$ cat src/rtl/ringosc_freq_meter.sv
// rtl/ringosc_freq_meter.sv - ring oscillator frequency meter: settle, gated edge count, held result
// One oscillator at a time is enabled, synchronized, and its rising edges are counted over a fixed clk window.
module ringosc_freq_meter #(
    parameter int N_OSC         = 4,
    parameter int SEL_WIDTH     = 2,
    parameter int SETTLE_CYCLES = 16,
    parameter int WINDOW_CYCLES = 1024,
    parameter int COUNT_WIDTH   = 16
) (
    input  logic                   clk,
    input  logic                   rst,
    input  logic [N_OSC-1:0]       osc_in,
    output logic [N_OSC-1:0]       osc_enable,
    input  logic                   start,
    input  logic [SEL_WIDTH-1:0]   osc_sel,
    output logic                   busy,
    output logic [COUNT_WIDTH-1:0] result,
    output logic [SEL_WIDTH-1:0]   result_osc,
    output logic                   result_overflow,
    output logic                   result_valid,
    input  logic                   result_ready
);

    localparam int TW = 24;
    localparam logic [TW-1:0] SETTLE_LOAD = TW'(SETTLE_CYCLES - 1);
    localparam logic [TW-1:0] WINDOW_LOAD = TW'(WINDOW_CYCLES - 1);

    typedef enum logic [1:0] {S_IDLE, S_SETTLE, S_MEASURE, S_DONE} state_t;

    state_t                 r_state;
    logic [TW-1:0]          r_timer;
    logic [SEL_WIDTH-1:0]   r_sel;
    logic [N_OSC-1:0]       r_osc_en;
    logic                   r_busy;
    logic                   r_sync1, r_sync2, r_sync3;
    logic [COUNT_WIDTH-1:0] r_cnt;
    logic                   r_ovf;
    logic [COUNT_WIDTH-1:0] r_result;
    logic [SEL_WIDTH-1:0]   r_result_osc;
    logic                   r_result_ovf;
    logic                   r_valid;

    logic                   w_osc_bit;
    logic [N_OSC-1:0]       w_onehot;
    logic                   w_sel_ok;
    logic                   w_edge;
    logic [COUNT_WIDTH-1:0] w_cnt_next;
    logic                   w_ovf_next;

    // Selection by compare loop keeps index widths legal when SEL_WIDTH exceeds clog2(N_OSC).
    always_comb begin
        w_osc_bit = 1'b0;
        w_onehot  = '0;
        for (int i = 0; i < N_OSC; i++) begin
            if (r_sel == SEL_WIDTH'(i))
                w_osc_bit = osc_in[i];
            w_onehot[i] = (osc_sel == SEL_WIDTH'(i));
        end
        w_sel_ok = (int'(osc_sel) < N_OSC);
    end

    assign w_edge = r_sync2 & ~r_sync3;

    always_comb begin
        w_cnt_next = r_cnt;
        w_ovf_next = r_ovf;
        if (w_edge) begin
            if (&r_cnt)
                w_ovf_next = 1'b1;
            else
                w_cnt_next = r_cnt + 1'b1;
        end
    end

    always_ff @(posedge clk) begin
        if (rst) begin
            r_state      <= S_IDLE;
            r_timer      <= '0;
            r_sel        <= '0;
            r_osc_en     <= '0;
            r_busy       <= 1'b0;
            r_sync1      <= 1'b0;
            r_sync2      <= 1'b0;
            r_sync3      <= 1'b0;
            r_cnt        <= '0;
            r_ovf        <= 1'b0;
            r_result     <= '0;
            r_result_osc <= '0;
            r_result_ovf <= 1'b0;
            r_valid      <= 1'b0;
        end else begin
            r_sync1 <= w_osc_bit;
            r_sync2 <= r_sync1;
            r_sync3 <= r_sync2;
            case (r_state)
                S_IDLE: begin
                    if (start && w_sel_ok) begin
                        r_sel    <= osc_sel;
                        r_timer  <= SETTLE_LOAD;
                        r_osc_en <= w_onehot;
                        r_busy   <= 1'b1;
                        r_state  <= S_SETTLE;
                    end
                end
                S_SETTLE: begin
                    if (r_timer == '0) begin
                        r_timer <= WINDOW_LOAD;
                        r_cnt   <= '0;
                        r_ovf   <= 1'b0;
                        r_state <= S_MEASURE;
                    end else begin
                        r_timer <= r_timer - 1'b1;
                    end
                end
                S_MEASURE: begin
                    r_cnt <= w_cnt_next;
                    r_ovf <= w_ovf_next;
                    // The final window cycle's edge is folded into the latched result.
                    if (r_timer == '0) begin
                        r_osc_en     <= '0;
                        r_result     <= w_cnt_next;
                        r_result_osc <= r_sel;
                        r_result_ovf <= w_ovf_next;
                        r_valid      <= 1'b1;
                        r_state      <= S_DONE;
                    end else begin
                        r_timer <= r_timer - 1'b1;
                    end
                end
                S_DONE: begin
                    if (r_valid && result_ready) begin
                        r_valid <= 1'b0;
                        r_busy  <= 1'b0;
                        r_state <= S_IDLE;
                    end
                end
                default: r_state <= S_IDLE;
            endcase
        end
    end

    assign osc_enable      = r_osc_en;
    assign busy            = r_busy;
    assign result          = r_result;
    assign result_osc      = r_result_osc;
    assign result_overflow = r_result_ovf;
    assign result_valid    = r_valid;

endmodule
$ cat config.mk
export PLATFORM = sky130hd
export DESIGN_NAME = ringosc_freq_meter
export DESIGN_NICKNAME = d
export VERILOG_FILES = /design/src/rtl/ringosc_freq_meter.sv
export SDC_FILE = /design/constraint.sdc
export NUM_CORES = 1
export LEC_CHECK = 0
export ABC_AREA = 1
export CAP_MARGIN = 20
export CELL_PAD_IN_SITES_DETAIL_PLACEMENT = 0
export CELL_PAD_IN_SITES_GLOBAL_PLACEMENT = 1
export CORE_UTILIZATION = 39
export CTS_BUF_LIST = sky130_fd_sc_hd__clkbuf_2 sky130_fd_sc_hd__clkbuf_4 sky130_fd_sc_hd__clkbuf_8
export CTS_CLUSTER_DIAMETER = 120
export DETAILED_ROUTE_END_ITERATION = 8
export HOLD_SLACK_MARGIN = 0.06
export PLACE_DENSITY_LB_ADDON = 0.08
export SLEW_MARGIN = 20
export SYNTH_ARGS = -nofsm -noshare
export SYNTH_HDL_FRONTEND = slang
export SYNTH_SLANG_ARGS = --single-unit
$ cat constraint.sdc
create_clock -name clk -period 2.1 [get_ports clk]
set_clock_uncertainty 0.15 [all_clocks]
set_input_delay 0.42 -clock clk [delete_from_list [all_inputs] [get_ports clk]]
set_output_delay 0.42 -clock clk [all_outputs]
set_load 0.005 [all_outputs]
**Yosys cells after proc, flatten, opt, wreduce, memory -nomap -nowiden**

Index checks and enable logic that the tools add are counted.
Widths: inputs -> output; s select.

- Add/subtract/negate cells: 2
- Eq/ne operators: 14
- Muxes and demuxes: 29
- Bitwise operators: 2
- Reductions and logical operators: 19

Operator list:

| cell | number |
|---|---|
| $mux 24 | 3 |
| $pmux 24 s3 | 1 |
| $mux 16 | 3 |
| $pmux 16 s2 | 1 |
| $logic_not 24->1 | 1 |
| $sub 24x1->24 const B | 1 |
| $add 16x1->16 const B | 1 |
| $reduce_and 16->1 | 1 |
| $eq 2x2->1 const B | 6 |
| $reduce_and 3->1 | 4 |
| $mux 1 | 10 |
| $ne 2x2->1 const B | 5 |
| $mux 2 | 4 |
| $mux 4 | 2 |
| $pmux 2 s4 | 1 |
| $pmux 4 s2 | 1 |
| $reduce_bool 2->1 | 4 |
| $eq 2x1->1 const B | 3 |
| $logic_not 2->1 | 3 |
| $pmux 1 s2 | 3 |
| $reduce_and 2->1 | 3 |
| $reduce_and 4->1 | 1 |
| $reduce_bool 3->1 | 1 |
| $and 1x1->1 | 1 |
| 2 further kinds | 2 |

- Bits in registers: 73
- Input bits: 10
- Output and inout bits: 25
- Word-level logic and storage cells: 80

**Longest topological paths before layout**

Gate-level depths: netlist of run 1.

- Depth after elaboration: 5
- Gate-level depth with buffers: 12
- Mapped depth without buffers: 12

**Worst setup path before layout of run 1**

No wires, ideal clock.

- Kind: flip-flop to flip-flop
- From: register r_state[0]
- To: register r_timer[14]
- Library setup time: 65 ps
- Data arrival time: 1,695 ps
- Required time: 1,885 ps
- Path slack: 190 ps
- Cell stages (with the launch flop): 11
- Buffers on the path: 1
- Clock period less this slack: 1,910 ps
- Cell sequence: dfxtp_1 > inv_1 > ha_1 > inv_1 > nor2_1 > nor2_1 > nand2_4 > buf_4 > o21bai_1 > nand2_1 > nor2_1

- Longest elaborated chain between the ends: 3
- Elaborated cells on any way between the ends: 8
- Those cells by class: 4 x eq/ne; 1 x mux; 3 x reduce/logical

Ends and longest elaborated chain:

| what | line | RTL |
|---|---|---|
| from (decl) | 30 | `state_t r_state;` |
| from (signal assigned) | 77 | `r_state <= S_IDLE;` |
| from (signal assigned) | 102 | `r_state <= S_SETTLE;` |
| from (signal assigned) | 110 | `r_state <= S_MEASURE;` |
| $eq 2x2->1 (tied with other cells) | 95 | `case (r_state)` |
| $ne 2x2->1 (no source line) or $reduce_bool 3->1 (tied branches) | -- |  |
| $reduce_and 3->1 (no source line) | -- |  |
| to (signal assigned) | 112 | `r_timer <= r_timer - 1'b1;` |
| to (signal assigned) | 127 | `r_timer <= r_timer - 1'b1;` |
| to (decl) | 31 | `logic [TW-1:0] r_timer;` |

Several ways; a longest one is shown, not always the timed one.
A chain may end at the register's enable or synchronous reset.

**Final worst setup path of run 1**

- From: register r_timer[0]
- To: register r_timer[18]

- Longest elaborated chain between the ends: 3
- Elaborated cells on any way between the ends: 7
- Those cells by class: 1 x add/sub; 1 x eq/ne; 3 x mux; 2 x reduce/logical

Ends and longest elaborated chain:

| what | line | RTL |
|---|---|---|
| $sub 24x1->24 or $logic_not 24->1 (tied branches) | -- |  |
| $mux 24 (tied with other cells) | 119 | `if (r_timer == '0) begin` |
| $pmux 24 s3 or $reduce_and 3->1 (tied branches) | -- |  |

Several ways; a longest one is shown, not always the timed one. The select of a mux whose other input is x is not followed.

==> results of run 1 <==
where the power goes:
part	internal, mW	leakage (nW)	switching, mW
clock network	0.705	0.113	0.589
logic	1.35	1.51	2.05
registers	1.60	0.592	0.159
total	3.65	2.22	2.80
worst max path at each step:
| stage | end | slack [ns] | from | cells after the start |
|---|---|---|---|---|
| 2_1_floorplan | r_timer[14] | 0.19 | r_state[0] | 10 |
| 3_3_place_gp | r_timer[14] | -0.04 | start | 9 |
| 3_5_place_dp | r_timer[14] | -0.1 | start | 9 |
| 4_1_cts | r_timer[18] | 0.04 | r_timer[0] | 13 |
| 5_1_grt | r_timer[13] | -0.02 | r_state[1] | 10 |
| 6_report | r_timer[18] | 0.15 | r_timer[0] | 13 |
worst max-delay path, delay by kind of cell, from the launching register on:
family,cells,cell delay [ns]
fa+ha+maj,1,0.20
buf+inv,4,0.49
flops,1,0.32
simple gates,8,0.70
synthesized netlist by cell type, drive strengths merged, types with 3 or more instances:
cell type  instances  area [um^2]
nand4             14         87.6
o21bai             4         30.0
nor2              93          387
a31oi              5         31.3
xnor2              3         26.3
ha                 8          100
buf               11         81.3
dfxtp             73         1460
o21a               9         67.6
nor3               9         61.3
o211ai             3         22.5
xor2               7         61.3
o21ai             36          180
nand2            174          691
clkbuf             9         33.8
a21oi             50          250
inv               66          248
nand3             50          285
cell families after synthesis:
family,synth area share (%)
AOI/OAI and AO/OA,14.5
xor gates and xnor gates,2.12
adders and majority gates,2.42
buffers and inverters,9.02
DFF,35.4
and+or+nand+nor,36.6
sequential cells by signal, indices dropped and copies added, names as in the netlist:
name,cells
r_cnt,16
r_timer,24
result_osc,2
r_sync1,1
r_ovf,1
r_state,2
result,16
result_valid,1
busy,1
osc_enable,4
r_sync2,1
r_sync3,1
r_sel,2
result_overflow,1
placed cells by master (no fill, tap or decap), drive strengths merged:
master         synthesis  routed
a21oi                 50      50
a221oi                 1       1
a31oi                  5       5
buf                   11      38
bufinv                 0       2
clkbuf                 9      10
clkdlybuf4s50          0      34
clkinv                 2       4
clkinvlp               0       1
dfxtp                 73      73
ha                     8       8
inv                   66      67
nand2                174     174
nand3                 50      50
nand4                 14      14
nor2                  93      93
nor3                   9       9
o2111ai                1       1
o211ai                 3       3
o21a                   9       9
o21ai                 36      36
o21bai                 4       4
xnor2                  3       3
xor2                   7       7
metal layers:
metal | global-route usage [%] | vias to the layer above | part of all wire, %
li1 | - | 2156 | -
met1 | 25.1 | 1872 | 47
met2 | 37.0 | 34 | 50
met3 | 2.68 | 10 | 1.9
met4 | 9.36 | 0 | 1.5
met5 | 0 | - | 0
layout make-up:
cell class	instances	area, um^2	share of cell area, %
clock buffer	10	138	2.69
multi-input combinational	467	2330	45.6
sequential	73	1460	28.6
inverter	68	258	5.04
timing repair buffer	72	663	13.0
tap	136	170	3.33
clock inverter	6	90.1	1.76
timing repair:
item | CTS | global route
resized for setup | 2 | 9
setup endpoints to repair | 5 | 44
setup buffers | 0 | 1
pin swaps | 0 | 1
==> flow_summary.toml, run 1 <==
[critical_path]
reg2reg_from = "r_timer[0]"
ff2ff_setup_slack_ns = 0.15
worstRegToRegCells = 13
cpPeakStageDelay_ns = 0.32
cp_cell_sequence = "inv_1 > ha_1 > nand3_2 > nor2_4 > nand2_2 > clkinv_2 > nand3_4 > buf_4 > buf_4 > nand3_1 > nand2_1 > nand2_1 > nor2_1"
critPathLaunchType = "register"
slowest_stage = "dfxtp_1"
required_ns = 2.22
crit_fanout = 8
path_class = "register to register"
timing.rr.end = "r_timer[18]"
cp.arrival_ns = 2.07
crit_path_end_kind = "register"

[timing]
setup_tns_ns = 0
setup_viol = 0
holdWs_ns = 0.258
worstMarginPinSlew_ns = 0.451
period_share_pct = 92.9
hold_viol = 0
layout_setup_ws_ns = 0.149
relSlewSlack_pct = 69.8
fmax_mhz = 513
layout_min_cycle_time_ns = 1.95
slew_violations = 0

[route]
vias = 4072
dr.first_iter.drc_count = 139
antenna_left = 0
drc = 0
detail_route.wl_per_cell_um = 13.1
firstDrtPassIters = 4
wl_um = 10900
post_drt_via_cell_ratio = 4.89

[place]
routabilityCongestion = 0.850
place_ws_ns = -0.0968
dp.cells = 815
hpwl_um = 8190
dpl_cell_area_um2 = 4840
io_buffers = 34

[global_routing]
grt_pass1_vias = 3894
grt.total_usage_pct = 20.9
grt_pass1_wl_um = 18100
overflow = 0
antenna_found_initial = 0
grt_max_degree = 33

[logic_synthesis]
synth_seq_cells = 73
synth_top_flop_cell = "dfxtp_1"
ys_types = 34
synthArstFlopShare_pct = 0
ys_warn_count = 0
syn_area_per_cell_um2 = 6.58
syn-instance-count = 628
netlist_area_um2 = 4130
mappedNetlistNets = 646
ys_seq_area_share_pct = 35.4
synth_edf_count = 0

[min_path]
worstHoldEndpoint = "r_sync2"
hp-start = "r_sync1"
hp-class = "register to register"
holdPathStages = 2

[floorplanning]
die_area_um2 = 11000
core-area_um2 = 10300
chipWidth_um = 105
row_count = 37
initial_utilization_pct = 40.2
die_h_um = 105
ios = 35

[cts]
cts_tree = "yes"
clkTransAtPathRegs_ns = 0.08
cts_hold_buf = 0
cts_root_buffer = "clkbuf_8"
clkSinkCount = 73
clock_latency_ns = 0.37
htree_num_levels = 3
cts_buffer_depth = 2
cts_made_buffers = 9

[power]
power.total_mw = 6.45
p_leak_nw = 2.22
max-vdd-ir-drop_mv = 0.481
pwr_density_cell_nw_per_um2 = 1260

[finish]
final_nets = 709
drive_above_1_share_pct = 12.6
syn_to_final_growth_pct = 23.7
num_antenna_cells = 0
fillerInstances = 1106
final_cells = 832
final_cell_area_um2 = 5110
postLayoutCoreUtil_pct = 49.8

[run_status]
outcome = "completed"

[job]
maxCapViolations = 0
No activity file was read; power rests on OpenSTA's default activity.
==> run 2: changes to the inputs <==
--- a/config.mk
+++ b/config.mk
@@ -14,6 +14,7 @@
 export CTS_CLUSTER_DIAMETER = 120
 export DETAILED_ROUTE_END_ITERATION = 8
 export HOLD_SLACK_MARGIN = 0.06
+export MAX_ROUTING_LAYER = met4
 export PLACE_DENSITY_LB_ADDON = 0.08
 export SLEW_MARGIN = 20
 export SYNTH_ARGS = -nofsm -noshare
==> run 2 against run 1 <==
Compared with the run above:
- worst setup slack gained 0.0031 ns
- global-route usage is 0.60 points higher
- utilization is the same
- via count is 0.29% higher
- critical endpoint unchanged
==> flow_summary.toml, run 2 (same netlist as run 1, synthesis figures left out) <==
[run_status]
outcome = "completed"

[finish]
drive_above_1_share_pct = 12.6
syn_to_final_growth_pct = 23.7
largest_reg_flops = 24
final_cell_area_um2 = 5110
final_nets = 709
num_antenna_cells = 0
final_common_cell = "nand2_1"
regMostFlops = "r_timer"
mostFrequentLayoutCells = "164 x nand2_1, 83 x nor2_1, 72 x dfxtp_1"
fillerInstances = 1106
final_cells = 832

[power]
max-vdd-ir-drop_mv = 0.478
pwr_density_cell_nw_per_um2 = 1260
power.total_mw = 6.44
p_leak_nw = 2.22

[floorplanning]
chipWidth_um = 105
row_count = 37
die_area_um2 = 11000
die_h_um = 105
ios = 35
core-area_um2 = 10300
initial_utilization_pct = 40.2

[route]
firstDrtPassIters = 4
drc = 0
antenna_left = 0
dr.first_iter.drc_count = 143
vias = 4084
wl_um = 10900
post_drt_via_cell_ratio = 4.91
detail_route.wl_per_cell_um = 13.1

[job]
maxCapViolations = 0

[critical_path]
critPathLaunchType = "register"
path_class = "register to register"
cp_cell_sequence = "inv_1 > ha_1 > nand3_2 > nor2_4 > nand2_2 > clkinv_2 > nand3_4 > buf_4 > buf_4 > nand3_1 > nand2_1 > nand2_1 > nor2_1"
worst_path_dominant_cell_family = "simple AND/OR/NAND/NOR gates"
required_ns = 2.21
cpPeakStageDelay_ns = 0.32
path_buf_inv = 4
cp_num_cells = 13
worstRegToRegCells = 13
crit_path_end_kind = "register"
cp.arrival_ns = 2.06
slowest_stage = "dfxtp_1"
crit_fanout = 8
ff2ff_setup_slack_ns = 0.15

[timing]
fmax_mhz = 513
relSlewSlack_pct = 70.3
hold_viol = 0
slew_violations = 0
layout_min_cycle_time_ns = 1.95
setup_viol = 0
worstMarginPinSlew_ns = 0.444
period_share_pct = 92.8

[global_routing]
antenna_found_initial = 0
grt.total_usage_pct = 21.5
grt_pass1_wl_um = 18100
overflow = 0
grt_pass1_vias = 3892
grt_max_degree = 33

[cts]
cts_tree = "yes"
clkSinkCount = 73
clock_latency_ns = 0.37
cts_hold_buf = 0
cts_root_buffer = "clkbuf_8"
clkTransAtPathRegs_ns = 0.08
cts_made_buffers = 9
cts_buffer_depth = 2
htree_num_levels = 3

[place]
hpwl_um = 8190
dpl_cell_area_um2 = 4840
dp.cells = 815
routabilityCongestion = 0.863
io_buffers = 34

[min_path]
hp-class = "register to register"
holdPathStages = 2
-- run 2: per-layer routing --
| layer | vias up | routed length [um] | global-route usage, % | share of wire [%] |
|---|---|---|---|---|
| met5 | - | 0 | - | 0 |
| met4 | 0 | 140 | 7.85 | 1.3 |
| met3 | 10 | 231 | 3.56 | 2.1 |
| met2 | 39 | 5430 | 37.0 | 50 |
| met1 | 1879 | 5090 | 25.2 | 47 |
| li1 | 2156 | - | - | - |
-- run 2: timing repair --
action | 4_1_cts | 5_1_grt
pin swaps | 0 | 1
endpoints found under the setup margin | 5 | 44
resized for setup | 2 | 9
buffers inserted | 0 | 1
-- run 2: stage by stage --
stage	hold WS, ns	TNS [ns]	util, %	setup WS (ns)
floorplan	0.238	0	-	0.190
global placement	0.246	-0.0429	47.1	-0.0409
detailed placement	0.258	-0.500	47.1	-0.0968
CTS	0.265	0	49.4	0.0362
global route	0.282	-0.0213	49.8	-0.0213
finish	0.261	0	49.8	0.152
-- run 2: power by group --
part / internal [mW] / switching, mW
clock network: 0.705 / 0.577
registers: 1.60 / 0.160
logic: 1.35 / 2.05
total: 3.65 / 2.79
-- run 2: worst reg2reg max path: cells and delay by family, from the launching register on --
family	cells	cell delay [ns]
AND/OR/NAND/NOR	8	0.70
buffers and inverters	4	0.49
flip-flops	1	0.32
adder cells (fa/ha/maj)	1	0.20
-- run 2: worst paths after layout --
path | start | endpoint
hold / removal | r_sync1 | r_sync2
setup reg to reg | r_timer[0] | r_timer[18]
hold reg to reg | r_sync1 | r_sync2
setup / recovery | r_timer[0] | r_timer[18]
-- run 2: cell type report --
type                            count  area (um^2)  area share, %
Clock buffer                       10          138           2.69
Clock inverter                      6         90.1           1.76
Inverter                           68          258           5.04
Multi-Input combinational cell    467         2330           45.6
Sequential cell                    73         1460           28.6
Tap cell                          136          170           3.33
Timing Repair Buffer               72          663           13.0
